**src/rtl/uart_pkg.sv**
```systemverilog
// Shared UART definitions: TX FSM state encoding and parity-type constants.
// The RX path imports the same parity constants so both ends agree on PAR_TYP.
package uart_pkg;

  localparam logic [2:0] ST_IDLE   = 3'd0;
  localparam logic [2:0] ST_START  = 3'd1;
  localparam logic [2:0] ST_DATA   = 3'd2;
  localparam logic [2:0] ST_PARITY = 3'd3;
  localparam logic [2:0] ST_STOP   = 3'd4;

  typedef enum logic [2:0] {
    IDLE   = ST_IDLE,
    START  = ST_START,
    DATA   = ST_DATA,
    PARITY = ST_PARITY,
    STOP   = ST_STOP
  } tx_state_e;

  localparam logic PAR_EVEN = 1'b0;
  localparam logic PAR_ODD  = 1'b1;

  // xor_red is the XOR-reduction of the payload; odd parity inverts it.
  function automatic logic parity_bit(input logic xor_red, input logic par_typ);
    return (par_typ == PAR_ODD) ? ~xor_red : xor_red;
  endfunction

endpackage

```
**src/rtl/uart_tx_serializer.sv**
```systemverilog
// Payload shift register plus bit-index counter for the UART transmitter.
// bit_o is the payload bit that belongs on the line after the coming edge.
module uart_tx_serializer
  import uart_pkg::*;
#(
  parameter int DATA_WIDTH = 8,
  parameter int CNT_WIDTH  = 3
) (
  input  logic                  clk,
  input  logic                  rst_n,
  input  logic                  load,
  input  logic                  shift_en,
  input  logic [DATA_WIDTH-1:0] load_data,
  output logic                  bit_o,
  output logic                  done_o
);

  logic [DATA_WIDTH-1:0] shreg_q, shreg_d;
  logic [CNT_WIDTH-1:0]  cnt_q, cnt_d;

  assign done_o = (cnt_q == CNT_WIDTH'(DATA_WIDTH - 1));

  // While shifting, the line already shows shreg_q[0]; the next bit is shreg_q[1].
  assign bit_o = shift_en ? shreg_q[1] : shreg_q[0];

  always_comb begin
    shreg_d = shreg_q;
    cnt_d   = cnt_q;
    if (load) begin
      shreg_d = load_data;
      cnt_d   = '0;
    end else if (shift_en) begin
      shreg_d = shreg_q >> 1;
      cnt_d   = done_o ? '0 : cnt_q + 1'b1;
    end
  end

  always_ff @(posedge clk or negedge rst_n) begin
    if (!rst_n) begin
      shreg_q <= '0;
      cnt_q   <= '0;
    end else begin
      shreg_q <= shreg_d;
      cnt_q   <= cnt_d;
    end
  end

endmodule

```
**src/rtl/uart_tx.sv**
```systemverilog
// UART transmitter: start bit, LSB-first payload, optional parity, stop bit.
// One CLK cycle is one bit time; TX_OUT and Busy come straight from flops.
module uart_tx
  import uart_pkg::*;
#(
  parameter int DATA_WIDTH = 8,
  parameter int CNT_WIDTH  = 3
) (
  input  logic                  CLK,
  input  logic                  RST,
  input  logic [DATA_WIDTH-1:0] P_DATA,
  input  logic                  DATA_VALID,
  input  logic                  PAR_EN,
  input  logic                  PAR_TYP,
  output logic                  TX_OUT,
  output logic                  Busy
);

  tx_state_e state_q, state_d;
  logic      tx_out_q, tx_out_d;
  logic      busy_q, busy_d;
  logic      par_en_q, par_en_d;
  logic      parity_q, parity_d;
  logic      accept;
  logic      ser_load, ser_shift, ser_bit, ser_done;

  uart_tx_serializer #(
    .DATA_WIDTH(DATA_WIDTH),
    .CNT_WIDTH (CNT_WIDTH)
  ) u_serializer (
    .clk      (CLK),
    .rst_n    (RST),
    .load     (ser_load),
    .shift_en (ser_shift),
    .load_data(P_DATA),
    .bit_o    (ser_bit),
    .done_o   (ser_done)
  );

  // A new byte is taken only when the line is idle or showing the stop bit.
  assign accept = DATA_VALID && ((state_q == IDLE) || (state_q == STOP));

  // Next-state logic; tx_out_d/busy_d describe the line after the coming edge.
  always_comb begin
    state_d   = state_q;
    tx_out_d  = 1'b1;
    busy_d    = 1'b1;
    par_en_d  = par_en_q;
    parity_d  = parity_q;
    ser_load  = 1'b0;
    ser_shift = 1'b0;

    case (state_q)
      IDLE: begin
        busy_d = 1'b0;
      end
      START: begin
        state_d  = DATA;
        tx_out_d = ser_bit;
      end
      DATA: begin
        ser_shift = 1'b1;
        if (ser_done) begin
          state_d  = par_en_q ? PARITY : STOP;
          tx_out_d = par_en_q ? parity_q : 1'b1;
        end else begin
          tx_out_d = ser_bit;
        end
      end
      PARITY: begin
        state_d  = STOP;
        tx_out_d = 1'b1;
      end
      STOP: begin
        state_d = IDLE;
        busy_d  = 1'b0;
      end
      default: begin
        state_d = IDLE;
        busy_d  = 1'b0;
      end
    endcase

    if (accept) begin
      state_d  = START;
      tx_out_d = 1'b0;
      busy_d   = 1'b1;
      ser_load = 1'b1;
      par_en_d = PAR_EN;
      parity_d = parity_bit(^P_DATA, PAR_TYP);
    end
  end

  always_ff @(posedge CLK or negedge RST) begin
    if (!RST) begin
      state_q  <= IDLE;
      tx_out_q <= 1'b1;
      busy_q   <= 1'b0;
      par_en_q <= 1'b0;
      parity_q <= 1'b0;
    end else begin
      state_q  <= state_d;
      tx_out_q <= tx_out_d;
      busy_q   <= busy_d;
      par_en_q <= par_en_d;
      parity_q <= parity_d;
    end
  end

  assign TX_OUT = tx_out_q;
  assign Busy   = busy_q;

endmodule

```
**config.mk**
```make
export PLATFORM = sky130hd
export DESIGN_NAME = uart_tx
export DESIGN_NICKNAME = d
export VERILOG_FILES = /design/src/rtl/uart_pkg.sv /design/src/rtl/uart_tx_serializer.sv /design/src/rtl/uart_tx.sv
export SDC_FILE = /design/constraint.sdc
export NUM_CORES = 1
export LEC_CHECK = 0
export ABC_AREA = 1
export CAP_MARGIN = 20
export CORE_ASPECT_RATIO = 1.1
export CORE_MARGIN = 5
export CORE_UTILIZATION = 51
export CTS_CLUSTER_SIZE = 24
export DETAILED_ROUTE_END_ITERATION = 16
export HOLD_SLACK_MARGIN = 0.1
export PLACE_DENSITY = 0.76
export SKIP_CTS_REPAIR_TIMING = 1
export SLEW_MARGIN = 5
export SYNTH_ARGS = -nofsm -noshare
export SYNTH_HDL_FRONTEND = slang
export SYNTH_SLANG_ARGS = --single-unit
```
**constraint.sdc**
```tcl
create_clock -name CLK -period 1.6 [get_ports CLK]
set_input_delay 0.24 -clock CLK [delete_from_list [all_inputs] [get_ports CLK]]
set_output_delay 0.24 -clock CLK [all_outputs]
set_load 0.02 [all_outputs]
```
==> impl_metrics.json <==
{
  "reg2reg_depth": 5,
  "fin_util_pct": 64.54,
  "p_sw_share_pct": 39.88,
  "overflow": 0,
  "comb_power_share_pct": 44.4,
  "period_share_pct": 90.70,
  "ir_drop_mv": 0.8139,
  "ant_nets": 0,
  "numCtsBuffers": 3,
  "finClkSkew_ns": 0.002479,
  "status": "finished, final reports clean",
  "ys_ff_latch": 18,
  "synth_area_um2": 949.7,
  "powerDensity_nw_per_um2": 1665,
  "worstPathMaxFanout": 1,
  "first_iter_violations": 22,
  "slew_headroom_pct": 72.02,
  "end_kind": "output port",
  "rows": 16,
  "timing.rr.start": "u_serializer.cnt_q[0]",
  "dieWidth_um": 51.15,
  "post-place-ws_ns": 0.1250,
  "required_ns": 1.36,
  "gp_congestion": 0.8640,
  "ys_warn_count": 0,
  "clock.fmax_mhz": 689.1,
  "num_io_pins": 15,
  "drive_above_1_share_pct": 10.95,
  "antenna_found_initial": 0,
  "avgSynthCellArea_um2": 7.980,
  "cts_sinks": 18,
  "vias_per_cell": 5.219,
  "vias": 809,
  "first_pass_iters": 4,
  "r2r_slack_ns": 0.21,
  "cts_tree": "yes",
  "synthCells": 119,
  "cpMaxStageDelayCell": "clkdlybuf4s50_1",
  "cp_cell_sequence": "clkdlybuf4s50_1",
  "setup_viol_count_final": 0,
  "final-max-slew-violation-count": 0,
  "portBuffers": 14,
  "antennaDiodeCount": 0,
  "drc": 0,
  "final_hold_viol_count": 0,
  "fill_cells": 154,
  "design.core.area_um2": 1782,
  "die_y_um": 55.26,
  "startpoint_type": "flop",
  "critical-path-top-delay-family": "buffers and inverters",
  "die-area_um2": 2826,
  "p_sw_uw": 763.7,
  "clockBufferDepth": 2,
  "grt_pass1_wl_mm": 3.305,
  "rsz0062_at_grt": "no",
  "synth-seq-area-share_pct": 47.56,
  "hp-class": "in2async",
  "cap_viol_max_count": 0,
  "dp_hpwl_mm": 1.402,
  "routedWlPerCell_um": 11.61,
  "arrival_ns": 1.21,
  "grt_pass1_vias": 828,
  "worst_pin_slew_ns": 0.4184,
  "synthesis.nets": 134,
  "grt_max_degree": 12,
  "leakage_nw": 0.5940,
  "setup_tns_ns": 0,
  "reg2reg_to": "state_q[1]",
  "layout_setup_ws_ns": 0.1487,
  "ys_types": 25,
  "p_int_mw": 1.151,
  "syn_to_final_growth_pct": 21.08,
  "layout.nets": 153,
  "track_usage_pct": 14.68,
  "dp.cells": 151,
  "wirelength_mm": 1.799,
  "cts.clk_slew.worst_paths_ns": 0.10,
  "p_seq_share_pct": 41.3,
  "layoutNonFillerInstCount": 155,
  "ctsHtreeMaxLevel": 1,
  "power_frac_clock_pct": 14.3,
  "initial_core_util_pct": 53.30,
  "path_class": "reg2out",
  "cts-root-buf": "clkbuf_4",
  "critical_path_buf_inv_count": 1,
  "period_minus_slack_ns": 1.451,
  "clkLatencyLatePin_ns": 0.29,
  "cp_slowest_stage_delay_ns": 0.59
}
==> cells in the mapped netlist <==
master / n / area, um^2
clkinv_1: 1 / 3.750
buf_2: 1 / 5.000
buf_6: 1 / 11.26
o21ai_2: 1 / 8.760
nand2_1: 37 / 138.9
inv_1: 14 / 52.55
ha_1: 2 / 25.02
nand3_1: 12 / 60.06
a22o_1: 2 / 17.52
xnor2_1: 2 / 17.52
o21ai_0: 3 / 15.01
nor2_2: 2 / 12.51
or2_1: 1 / 6.260
nor3_1: 1 / 5.000
dfstp_2: 1 / 26.28
dfrtp_1: 17 / 425.4
o22ai_1: 1 / 6.260
nand2_2: 1 / 6.260
o21ai_1: 2 / 10.01
inv_2: 2 / 7.510
o21ai_4: 1 / 16.27
o211ai_1: 3 / 22.52
a21oi_1: 3 / 15.01
a21oi_2: 1 / 8.760
nor2_1: 7 / 26.28
==> cell type report <==
cell class / count / area, um^2 / share of cell area, %
Sequential cell: 18 / 451.7 / 39.28
Tap cell: 18 / 22.52 / 1.959
Multi-Input combinational cell: 82 / 417.9 / 36.34
Timing Repair Buffer: 16 / 157.7 / 13.71
Clock buffer: 4 / 36.28 / 3.156
Inverter: 17 / 63.81 / 5.550
==> metal layers <==
metal / track usage, % / up-vias / routed length [um]
li1: - / 415 / -
met1: 17.01 / 370 / 767
met2: 27.07 / 22 / 894
met3: 1.075 / 2 / 121
met4: 5.769 / 0 / 16
met5: 0 / - / 0
==> flip-flops by register name (all words and copies together), names as in the netlist <==
signal,cells
u_serializer.shreg_q,8
Busy,1
par_en_q,1
u_serializer.cnt_q,3
state_q,3
TX_OUT,1
parity_q,1
==> per-stage QoR <==
step	total power [mW]	hold WS (ns)	area, um^2
6_report	1.915	0.2411	1150
5_1_grt	2.098	0.2746	1150
2_1_floorplan	1.441	-0.05559	949.7
4_1_cts	1.942	0.2530	1147
3_5_place_dp	1.667	0.4684	1111
3_3_place_gp	1.638	0.4676	1111
==> layout by cell type, fill, tap and decap left out, drive strengths merged <==
cell,netlist,routed
o22ai,1,1
buf,2,2
dfrtp,17,17
ha,2,2
nand3,12,12
a21oi,4,4
xnor2,2,2
o211ai,3,3
inv,16,16
a22o,2,2
dfstp,1,1
clkinv,1,1
nor2,9,9
o21ai,7,7
nor3,1,1
or2,1,1
clkdlybuf4s50,0,13
dlymetal6s2s,0,1
clkbuf,0,4
nand2,38,38
==> cell families after synthesis <==
family / Yosys count / synth area share, %
XOR/XNOR: 2 / 1.845
flip-flops: 18 / 47.56
AO/OA/AOI/OAI: 17 / 12.65
AND/OR/NAND/NOR: 61 / 26.88
adder cells (fa/ha/maj): 2 / 2.635
buffers and inverters: 19 / 8.431
==> how the worst max path moves through the flow <==
stage                                startpoint    endpoint  slack (ns)  depth (start not counted)
after floorplan           u_serializer.cnt_q[0]  state_q[1]        0.31                          5
after global placement               DATA_VALID  state_q[0]        0.17                          5
after detailed placement             DATA_VALID  state_q[0]        0.13                          5
after CTS                                TX_OUT      TX_OUT       -0.06                          1
after global routing                       Busy        Busy        0.10                          1
final                                      Busy        Busy        0.15                          1
==> power by group through the flow <==
stage	registers [mW]	logic [mW]	clock network (mW)
4_1_cts	0.791	0.868	0.282
2_1_floorplan	0.806	0.635	0
3_5_place_dp	0.800	0.867	0
5_1_grt	0.813	0.981	0.304
3_3_place_gp	0.794	0.845	0
6_report	0.791	0.851	0.273
No activity file was read; power rests on OpenSTA's default activity.
